[config.mk]
export PLATFORM = sky130hd
export DESIGN_NAME = regfile_writeback_flat
export DESIGN_NICKNAME = d
export VERILOG_FILES = /design/src/rtl/wb_pkg.sv /design/src/rtl/regfile_writeback_if.sv /design/src/rtl/wb_fifo.sv /design/src/rtl/regfile_writeback.sv /design/src/flat_wrapper.sv
export SDC_FILE = /design/constraint.sdc
export NUM_CORES = 1
export LEC_CHECK = 0
export ABC_CLOCK_PERIOD_IN_PS = 7800
export BUFFER_PORTS_ARGS = -buffer_cell sky130_fd_sc_hd__buf_2
export CAP_MARGIN = 10
export CORE_ASPECT_RATIO = 1.1
export CORE_MARGIN = 5
export CORE_UTILIZATION = 45
export DETAILED_ROUTE_END_ITERATION = 10
export PLACE_DENSITY = 0.65
export SLEW_MARGIN = 20
export SYNTH_ARGS = -nofsm -noshare
export SYNTH_HDL_FRONTEND = slang
export SYNTH_SLANG_ARGS = --single-unit
[constraint.sdc]
create_clock -name clk -period 7.8 [get_ports clk]
set_clock_uncertainty 0.1 [all_clocks]
set_input_delay 0.39 -clock clk [delete_from_list [all_inputs] [get_ports clk]]
set_output_delay 0.39 -clock clk [all_outputs]
set_load 0.03 [all_outputs]
[src/rtl/wb_pkg.sv]
`default_nettype none
// ============================================================================
// Module      : wb_pkg
// Description : Shared constants and types for the register-file write-back
//               block. It defines the data and index widths, the buffered
//               entry type {rd, data}, and the producer-source selector.
//               Optional feature macro: WB_BYPASS_EN (see regfile_writeback).
// Revision    : 1.0 - initial release
// ============================================================================
package wb_pkg;

    localparam int DATA_WIDTH    = 32;
    localparam int NUM_REGISTERS = 32;
    localparam int REG_IDX_WIDTH = $clog2(NUM_REGISTERS);

    typedef struct packed {
        logic [REG_IDX_WIDTH-1:0] rd;
        logic [DATA_WIDTH-1:0]    data;
    } wb_entry_t;

    typedef enum logic {
        WB_SRC_ALU,
        WB_SRC_LOAD
    } wb_src_t;

endpackage
`default_nettype wire

[src/rtl/regfile_writeback_if.sv]
`default_nettype none
// ============================================================================
// Module      : regfile_writeback_if
// Description : Bundles the producer handshakes (ALU and load), the
//               register-file write port and the scoreboard outputs of
//               regfile_writeback.
//               master : the write-back block itself
//               slave  : producers, register file and decode (environment)
//               With WB_BYPASS_EN defined, the interface also carries the two
//               operand-forwarding read ports.
// Revision    : 1.0 - initial release
// ============================================================================
interface regfile_writeback_if;
    import wb_pkg::*;

    logic                     alu_valid;
    logic                     alu_ready;
    logic [REG_IDX_WIDTH-1:0] alu_rd;
    logic [DATA_WIDTH-1:0]    alu_data;

    logic                     load_valid;
    logic                     load_ready;
    logic [REG_IDX_WIDTH-1:0] load_rd;
    logic [DATA_WIDTH-1:0]    load_data;

    logic [REG_IDX_WIDTH-1:0] write_register;
    logic [DATA_WIDTH-1:0]    write_data;
    logic                     write_activate;
    logic                     write_done;

    logic [NUM_REGISTERS-1:0] pending;
    logic                     idle;

`ifdef WB_BYPASS_EN
    logic [REG_IDX_WIDTH-1:0] rd_idx_1;
    logic [REG_IDX_WIDTH-1:0] rd_idx_2;
    logic [DATA_WIDTH-1:0]    rf_result_1;
    logic [DATA_WIDTH-1:0]    rf_result_2;
    logic [DATA_WIDTH-1:0]    fwd_result_1;
    logic [DATA_WIDTH-1:0]    fwd_result_2;
`endif

    modport master (
        input  alu_valid, alu_rd, alu_data,
        output alu_ready,
        input  load_valid, load_rd, load_data,
        output load_ready,
        output write_register, write_data, write_activate,
        input  write_done,
        output pending, idle
`ifdef WB_BYPASS_EN
        ,
        input  rd_idx_1, rd_idx_2, rf_result_1, rf_result_2,
        output fwd_result_1, fwd_result_2
`endif
    );

    modport slave (
        output alu_valid, alu_rd, alu_data,
        input  alu_ready,
        output load_valid, load_rd, load_data,
        input  load_ready,
        input  write_register, write_data, write_activate,
        output write_done,
        input  pending, idle
`ifdef WB_BYPASS_EN
        ,
        output rd_idx_1, rd_idx_2, rf_result_1, rf_result_2,
        input  fwd_result_1, fwd_result_2
`endif
    );

endinterface
`default_nettype wire

[src/rtl/wb_fifo.sv]
`default_nettype none
// ============================================================================
// Module      : wb_fifo
// Description : In-order FIFO of wb_entry_t. Besides head/full/empty/count it
//               exposes every slot in age order (index 0 = oldest) with a
//               valid flag, so the parent can build a scoreboard and, with
//               WB_BYPASS_EN defined, a forwarding network.
// Ports       : clk, rst_n (async, active-low), push/push_entry, pop,
//               full, empty, count, head_rd/head_data (0 when empty),
//               ord_valid/ord_rd (and ord_data with WB_BYPASS_EN).
// Revision    : 1.0 - initial release
// ============================================================================
module wb_fifo
    import wb_pkg::*;
#(
    parameter int DEPTH = 4
) (
    input  logic                                  clk,
    input  logic                                  rst_n,
    input  logic                                  push,
    input  wb_entry_t                             push_entry,
    input  logic                                  pop,
    output logic                                  full,
    output logic                                  empty,
    output logic [$clog2(DEPTH+1)-1:0]            count,
    output logic [REG_IDX_WIDTH-1:0]              head_rd,
    output logic [DATA_WIDTH-1:0]                 head_data,
    output logic [DEPTH-1:0]                      ord_valid,
    output logic [DEPTH-1:0][REG_IDX_WIDTH-1:0]   ord_rd
`ifdef WB_BYPASS_EN
    ,
    output logic [DEPTH-1:0][DATA_WIDTH-1:0]      ord_data
`endif
);

    localparam int PTR_W = $clog2(DEPTH);
    localparam int CNT_W = $clog2(DEPTH+1);

    wb_entry_t          mem [DEPTH];
    logic [PTR_W-1:0]   wr_ptr;
    logic [PTR_W-1:0]   rd_ptr;
    logic               do_push;
    logic               do_pop;

    assign empty   = (count == '0);
    assign full    = (count == CNT_W'(DEPTH));
    assign do_push = push && !full;
    assign do_pop  = pop && !empty;

    // Storage needs no reset: every read path is qualified by count.
    always_ff @(posedge clk) begin
        if (do_push) begin
            mem[wr_ptr] <= push_entry;
        end
    end

    // DEPTH is a power of two, so pointer wrap is the natural overflow.
    always_ff @(posedge clk or negedge rst_n) begin
        if (!rst_n) begin
            wr_ptr <= '0;
            rd_ptr <= '0;
            count  <= '0;
        end else begin
            if (do_push) wr_ptr <= wr_ptr + 1'b1;
            if (do_pop)  rd_ptr <= rd_ptr + 1'b1;
            case ({do_push, do_pop})
                2'b10:   count <= count + 1'b1;
                2'b01:   count <= count - 1'b1;
                default: count <= count;
            endcase
        end
    end

    assign head_rd   = empty ? '0 : mem[rd_ptr].rd;
    assign head_data = empty ? '0 : mem[rd_ptr].data;

    for (genvar k = 0; k < DEPTH; k++) begin : g_ord
        logic [PTR_W-1:0] slot;
        assign slot         = rd_ptr + PTR_W'(k);
        assign ord_valid[k] = (CNT_W'(k) < count);
        assign ord_rd[k]    = mem[slot].rd;
`ifdef WB_BYPASS_EN
        assign ord_data[k]  = mem[slot].data;
`endif
    end

    a_count_bound: assert property (@(posedge clk) disable iff (!rst_n)
                                    count <= CNT_W'(DEPTH));
    a_no_push_full: assert property (@(posedge clk) disable iff (!rst_n)
                                     !(push && full));
    a_no_pop_empty: assert property (@(posedge clk) disable iff (!rst_n)
                                     !(pop && empty));

endmodule
`default_nettype wire

[src/rtl/regfile_writeback.sv]
`default_nettype none
// ============================================================================
// Module      : regfile_writeback
// Description : Write-port initiator for the 32x32 register file. Results
//               from the ALU and the load unit are buffered in an in-order
//               FIFO and retired one per write_done. A pending-write
//               scoreboard is exported for RAW stall detection.
//               Load has fixed priority over ALU; rd=0 results are consumed
//               but never buffered.
// Ports       : clk, rst_n (async, active-low), wb (regfile_writeback_if
//               master modport: ALU/load handshakes, write port, pending,
//               idle).
// Option      : WB_BYPASS_EN adds two combinational forwarding read ports
//               (rd_idx_n / rf_result_n -> fwd_result_n).
// Revision    : 1.0 - initial release
// ============================================================================
module regfile_writeback
    import wb_pkg::*;
#(
    parameter int FIFO_DEPTH = 4
) (
    input  logic                 clk,
    input  logic                 rst_n,
    regfile_writeback_if.master  wb
);

    localparam int CNT_W = $clog2(FIFO_DEPTH+1);

    logic                                      full;
    logic                                      empty;
    logic [CNT_W-1:0]                          count;
    logic [REG_IDX_WIDTH-1:0]                  head_rd;
    logic [DATA_WIDTH-1:0]                     head_data;
    logic [FIFO_DEPTH-1:0]                     ord_valid;
    logic [FIFO_DEPTH-1:0][REG_IDX_WIDTH-1:0]  ord_rd;
`ifdef WB_BYPASS_EN
    logic [FIFO_DEPTH-1:0][DATA_WIDTH-1:0]     ord_data;
`endif

    logic               load_ready;
    logic               alu_ready;
    logic               accept;
    logic               push;
    logic               pop;
    wb_src_t            src;
    wb_entry_t          push_entry;
    logic [NUM_REGISTERS-1:0] pending_vec;

    // Ready is a function of registered occupancy only; a pop in the same
    // cycle does not free a slot early. rst_n gates it low during reset.
    assign load_ready = rst_n && !full;
    assign alu_ready  = rst_n && !full && !wb.load_valid;

    assign src    = wb.load_valid ? WB_SRC_LOAD : WB_SRC_ALU;
    assign accept = (wb.load_valid && load_ready) || (wb.alu_valid && alu_ready);

    always_comb begin
        push_entry = '{rd: wb.alu_rd, data: wb.alu_data};
        if (src == WB_SRC_LOAD) begin
            push_entry = '{rd: wb.load_rd, data: wb.load_data};
        end
    end

    // x0 writes complete their handshake but are dropped here.
    assign push = accept && (push_entry.rd != '0);
    assign pop  = !empty && wb.write_done;

    wb_fifo #(
        .DEPTH (FIFO_DEPTH)
    ) u_fifo (
        .clk        (clk),
        .rst_n      (rst_n),
        .push       (push),
        .push_entry (push_entry),
        .pop        (pop),
        .full       (full),
        .empty      (empty),
        .count      (count),
        .head_rd    (head_rd),
        .head_data  (head_data),
        .ord_valid  (ord_valid),
        .ord_rd     (ord_rd)
`ifdef WB_BYPASS_EN
        ,
        .ord_data   (ord_data)
`endif
    );

    always_comb begin
        pending_vec = '0;
        for (int k = 0; k < FIFO_DEPTH; k++) begin
            if (ord_valid[k]) pending_vec[ord_rd[k]] = 1'b1;
        end
        pending_vec[0] = 1'b0;
    end

    assign wb.alu_ready      = alu_ready;
    assign wb.load_ready     = load_ready;
    assign wb.write_activate = !empty;
    assign wb.write_register = head_rd;
    assign wb.write_data     = head_data;
    assign wb.pending        = pending_vec;
    assign wb.idle           = (count == '0);

`ifdef WB_BYPASS_EN
    logic [DATA_WIDTH-1:0] fwd_1;
    logic [DATA_WIDTH-1:0] fwd_2;

    // Slots are scanned oldest to youngest, so the last match wins and the
    // youngest buffered value for a register is forwarded.
    always_comb begin
        fwd_1 = wb.rf_result_1;
        fwd_2 = wb.rf_result_2;
        for (int k = 0; k < FIFO_DEPTH; k++) begin
            if (ord_valid[k] && (ord_rd[k] == wb.rd_idx_1)) fwd_1 = ord_data[k];
            if (ord_valid[k] && (ord_rd[k] == wb.rd_idx_2)) fwd_2 = ord_data[k];
        end
        if (wb.rd_idx_1 == '0) fwd_1 = '0;
        if (wb.rd_idx_2 == '0) fwd_2 = '0;
    end

    assign wb.fwd_result_1 = fwd_1;
    assign wb.fwd_result_2 = fwd_2;
`endif

endmodule
`default_nettype wire

[src/flat_wrapper.sv]
// flat-port wrapper written by rule: the top's interface ports become plain ports
module regfile_writeback_flat import wb_pkg::*;
#(
    parameter int FIFO_DEPTH = 4
)
  (clk, rst_n, wb_alu_valid, wb_alu_rd, wb_alu_data, wb_alu_ready, wb_load_valid, wb_load_rd, wb_load_data, wb_load_ready, wb_write_register, wb_write_data, wb_write_activate, wb_write_done, wb_pending, wb_idle);
  regfile_writeback_if wb_i ();
  input  logic clk;
  input  logic rst_n;
  input wire logic [$bits(wb_i.alu_valid)-1:0] wb_alu_valid;
  input wire logic [$bits(wb_i.alu_rd)-1:0] wb_alu_rd;
  input wire logic [$bits(wb_i.alu_data)-1:0] wb_alu_data;
  output wire logic [$bits(wb_i.alu_ready)-1:0] wb_alu_ready;
  input wire logic [$bits(wb_i.load_valid)-1:0] wb_load_valid;
  input wire logic [$bits(wb_i.load_rd)-1:0] wb_load_rd;
  input wire logic [$bits(wb_i.load_data)-1:0] wb_load_data;
  output wire logic [$bits(wb_i.load_ready)-1:0] wb_load_ready;
  output wire logic [$bits(wb_i.write_register)-1:0] wb_write_register;
  output wire logic [$bits(wb_i.write_data)-1:0] wb_write_data;
  output wire logic [$bits(wb_i.write_activate)-1:0] wb_write_activate;
  input wire logic [$bits(wb_i.write_done)-1:0] wb_write_done;
  output wire logic [$bits(wb_i.pending)-1:0] wb_pending;
  output wire logic [$bits(wb_i.idle)-1:0] wb_idle;
  assign wb_i.alu_valid = wb_alu_valid;
  assign wb_i.alu_rd = wb_alu_rd;
  assign wb_i.alu_data = wb_alu_data;
  assign wb_alu_ready = wb_i.alu_ready;
  assign wb_i.load_valid = wb_load_valid;
  assign wb_i.load_rd = wb_load_rd;
  assign wb_i.load_data = wb_load_data;
  assign wb_load_ready = wb_i.load_ready;
  assign wb_write_register = wb_i.write_register;
  assign wb_write_data = wb_i.write_data;
  assign wb_write_activate = wb_i.write_activate;
  assign wb_i.write_done = wb_write_done;
  assign wb_pending = wb_i.pending;
  assign wb_idle = wb_i.idle;
  regfile_writeback #(.FIFO_DEPTH(FIFO_DEPTH)) u_core (.clk(clk), .rst_n(rst_n), .wb(wb_i));
endmodule
==> impl_results.md <==
- Rel. slew slack: 29.4%
- H-tree depth: 4
- Vias in the first global route: 5717
- Min-Delay Path Depth: 2
- Initial antenna violation count: 2
- FF-to-FF Start: u_core.u_fifo.count[0]$_DFFE_PN0P_
- CTS buffer count: 17
- Routability Congestion: 0.864
- Die H: 151 microns
- Tot Pwr: 0.00428 W
- Cell breakdown of the critical path: mux4_1, nor4b_2, a22oi_1, o221ai_1, buf_2
- Hold Fails Final Rpt: 0
- Largest net degree at the start of global routing: 57
- Finished Layout Cells: 909
- Longest Clk Path Bufs: 2
- CP Launch Type: flip-flop
- GR Util All Layers: 20.3%
- Via Count: 5379
- Residual DRC: 0
- Pwr Density: 443 nW/um^2
- Hold/Removal Path Class: in2reg
- Net count, final: 745
- Maximum fanout along the worst path: 56
- Reg power frac: 28.2%
- Cells after synthesis: 518
- Drt total wl: 21000 microns
- Peak VDD IR: 0.000258 V
- Count leader, synth: edfxtp_1
- Final slew viol count: 0
- Post_cts resized: 0
- Initial Util: 45.9%
- Post-detailed-route wirelength per cell: 23.1 microns
- Min-delay src: wb_load_data[8]
- Post-route minimum period: 4080 ps
- Worst Path Buf+Inv: 1
- CP max stage cell: dfrtp_4
- Top Ports: 152
- CTS root buffer: clkbuf_16
- Placed cells: 875
- Avg Synthesized Cell Area: 15.8 sq um
- Layout cell share with drive strength beyond 1: 42.5%
- Drt first pass iters: 5
- Final Util: 54.4%
- Port Buffer Count: 150
- Ys Warns: 0
- Hold Path End: u_core.u_fifo.mem[0][8]$_DFFE_PP_
- CTS tree: done
- Core area: 17800 sq um
- Register area share after synthesis: 56.5%
- F_max: 245 MHz
- DRT iter0 DRCs: 436
- Family with the most delay on the worst path: flip-flops
- CP peak stage delay: 1070 ps
- Async SR Flop Fraction: 4.52%
- Placed Area: 9060 sq um
- Switching Share: 45.0%
- Static leakage: 3.50 nW
- Yosys top cell by area: edfxtp_1
- Ys flop type: edfxtp_1
- Post-detail-place hpwl: 14700 microns
- First-pass GRT wire length: 32700 microns
- Syn nets: 606
- Setup crit start: u_core.u_fifo.rd_ptr[0]$_DFFE_PN0P_
- Area Growth Syn to Fin: 18.4%
- Reg2Reg Setup Slack: 4860 ps
- CTS clk-pin slew, worst paths: 70 ps
- Vias/cell: 5.92
- Chip width: 139 microns
- Dominant cells by area after synthesis: edfxtp_1 54%, mux4_2 12%, mux2_2 4.8%
- Combinational group share of total power: 52.4%
- Site Rows: 51
- Post-synthesis cell area: 8180 sq um
- Clock power frac: 19.4%
- Clk_lat worst skew: 410 ps
- CP required: 7310 ps
- Max cap viols: 0
- Status: complete, no violations
- Int Power: 0.00236 W
- Setup-failing EPs final: 0
- Top cells by count, synth: 148 x edfxtp_1, 49 x and2_1, 45 x mux4_2, 35 x mux2_2, 18 x clkbuf_1
- TritonCTS Sinks: 155
- Number of synthesized flops with an enable pin: 148
- Share of the synthesized area in the top cell type: 54.4%
- RSZ-0062 raised after global routing: false
- Sw Pwr: 0.00193 W
- Die area: 21000 sq um
- GRT overflow: 0
- Critical path class: reg2out
- CP arrival: 3590 ps
- Setup TNS: 0 ps
- FF-to-FF path depth: 5
- Post-synthesis sequential element count: 155
- Fin area: 9680 sq um
- Final ANT Viol Nets: 0
- Worst slew pin tran: 1050 ps
- Worst setup EP type: primary output
- Number of distinct library cells after synthesis: 64
- Final cycle utilization of the critical path: 52.3%
- FF-to-FF End: u_core.u_fifo.mem[1][28]$_DFFE_PP_
==> area by class of cell <==
type,count,area [sq um]
antenna,1,2.50
multi-input combinational,319,3330
tap,238,298
clock buffer,18,429
clock inverter,14,178
inverter,11,41.3
timing repair buffer,153,776
sequential,155,4620
fill,1476,8120
==> per-stage QoR <==
step	hold WS (ps)	worst slack, ps
after floorplan	-5.59	4280
after global routing	216	3420
after detailed placement	144	4170
after CTS	209	3710
final	222	3720
after global placement	135	4070
==> state kept, by name, summed over array words and instances, names as in the netlist <==
signal and count:
u_core.u_fifo.mem 148, u_core.u_fifo.count 3, u_core.u_fifo.rd_ptr 2, u_core.u_fifo.wr_ptr 2
==> timing repair <==
action | in CTS | in global routing
hold endpoints to repair | 7 | 0
buffers inserted | 0 | 0
hold buffers | 1 | 0
==> logic make-up (layout without fill, tap and decap cells) <==
group,after synthesis,count (layout),share of synthesized area [%]
DFF,155,155,56.5
and+or+nand+nor,138,138,11.1
muxes,93,93,20.2
AOI/OAI and AO/OA,72,72,7.35
buffers and inverters,44,196,2.80
adders and majority gates,9,9,1.38
xor gates and xnor gates,6,6,0.643
other,1,2,0.0459
==> worst register-to-register path, cell delays in order (launching register included) <==
cell and delay [ps]:
dfrtp_1 510, inv_1 120, ha_1 250, a21boi_0 330, o221a_2 350, and2_2 860
==> layout by cell type, fill, tap and decap left out, drive strengths merged, types with 6 or more instances in the layout <==
| master | synthesis | layout |
|---|---|---|
| a22oi | 13 | 13 |
| mux4 | 52 | 52 |
| a221o | 11 | 11 |
| edfxtp | 148 | 148 |
| nor2b | 10 | 10 |
| inv | 10 | 17 |
| nor3b | 6 | 6 |
| o221ai | 12 | 12 |
| buf | 15 | 152 |
| a32oi | 6 | 6 |
| dfrtp | 7 | 7 |
| nor4b | 7 | 7 |
| mux2 | 36 | 36 |
| and2 | 49 | 49 |
| nand2 | 13 | 13 |
| nand3b | 7 | 7 |
| clkbuf | 18 | 18 |
| nand3 | 6 | 6 |
| ha | 9 | 9 |
| o22ai | 6 | 6 |
| nor2 | 9 | 9 |
==> how the worst max path moves through the flow <==
stage	endpoint	slack (ps)	depth (start not counted)
4_1_cts	wb_pending[26]	3710	5
5_1_grt	wb_pending[2]	3420	5
3_5_place_dp	wb_pending[26]	4170	5
2_1_floorplan	u_core.u_fifo.mem[0][0]$_DFFE_PP_	4280	6
6_report	wb_pending[2]	3720	5
3_3_place_gp	wb_pending[26]	4070	5
==> power groups by stage <==
stage | Sequential (W) | Clock, W | Combinational (W)
2_1_floorplan | 0.00112 | 0 | 0.00174
3_3_place_gp | 0.00122 | 0 | 0.00226
3_5_place_dp | 0.00123 | 0 | 0.00224
4_1_cts | 0.00122 | 0.000845 | 0.00225
5_1_grt | 0.00124 | 0.000884 | 0.00238
6_report | 0.00121 | 0.000830 | 0.00225
==> routing by layer <==
metal  GRT usage [%]  vias up  wire length [microns]  share of wire [%]
met5               0        -                     11              0.052
met4            9.78        2                    868                4.1
met3            4.01       49                   1410                6.7
met2            34.8      255                  10300                 49
met1            24.9     2665                   8370                 40
li1                -     2408                      -                  -
No activity file was read; power rests on OpenSTA's default activity.
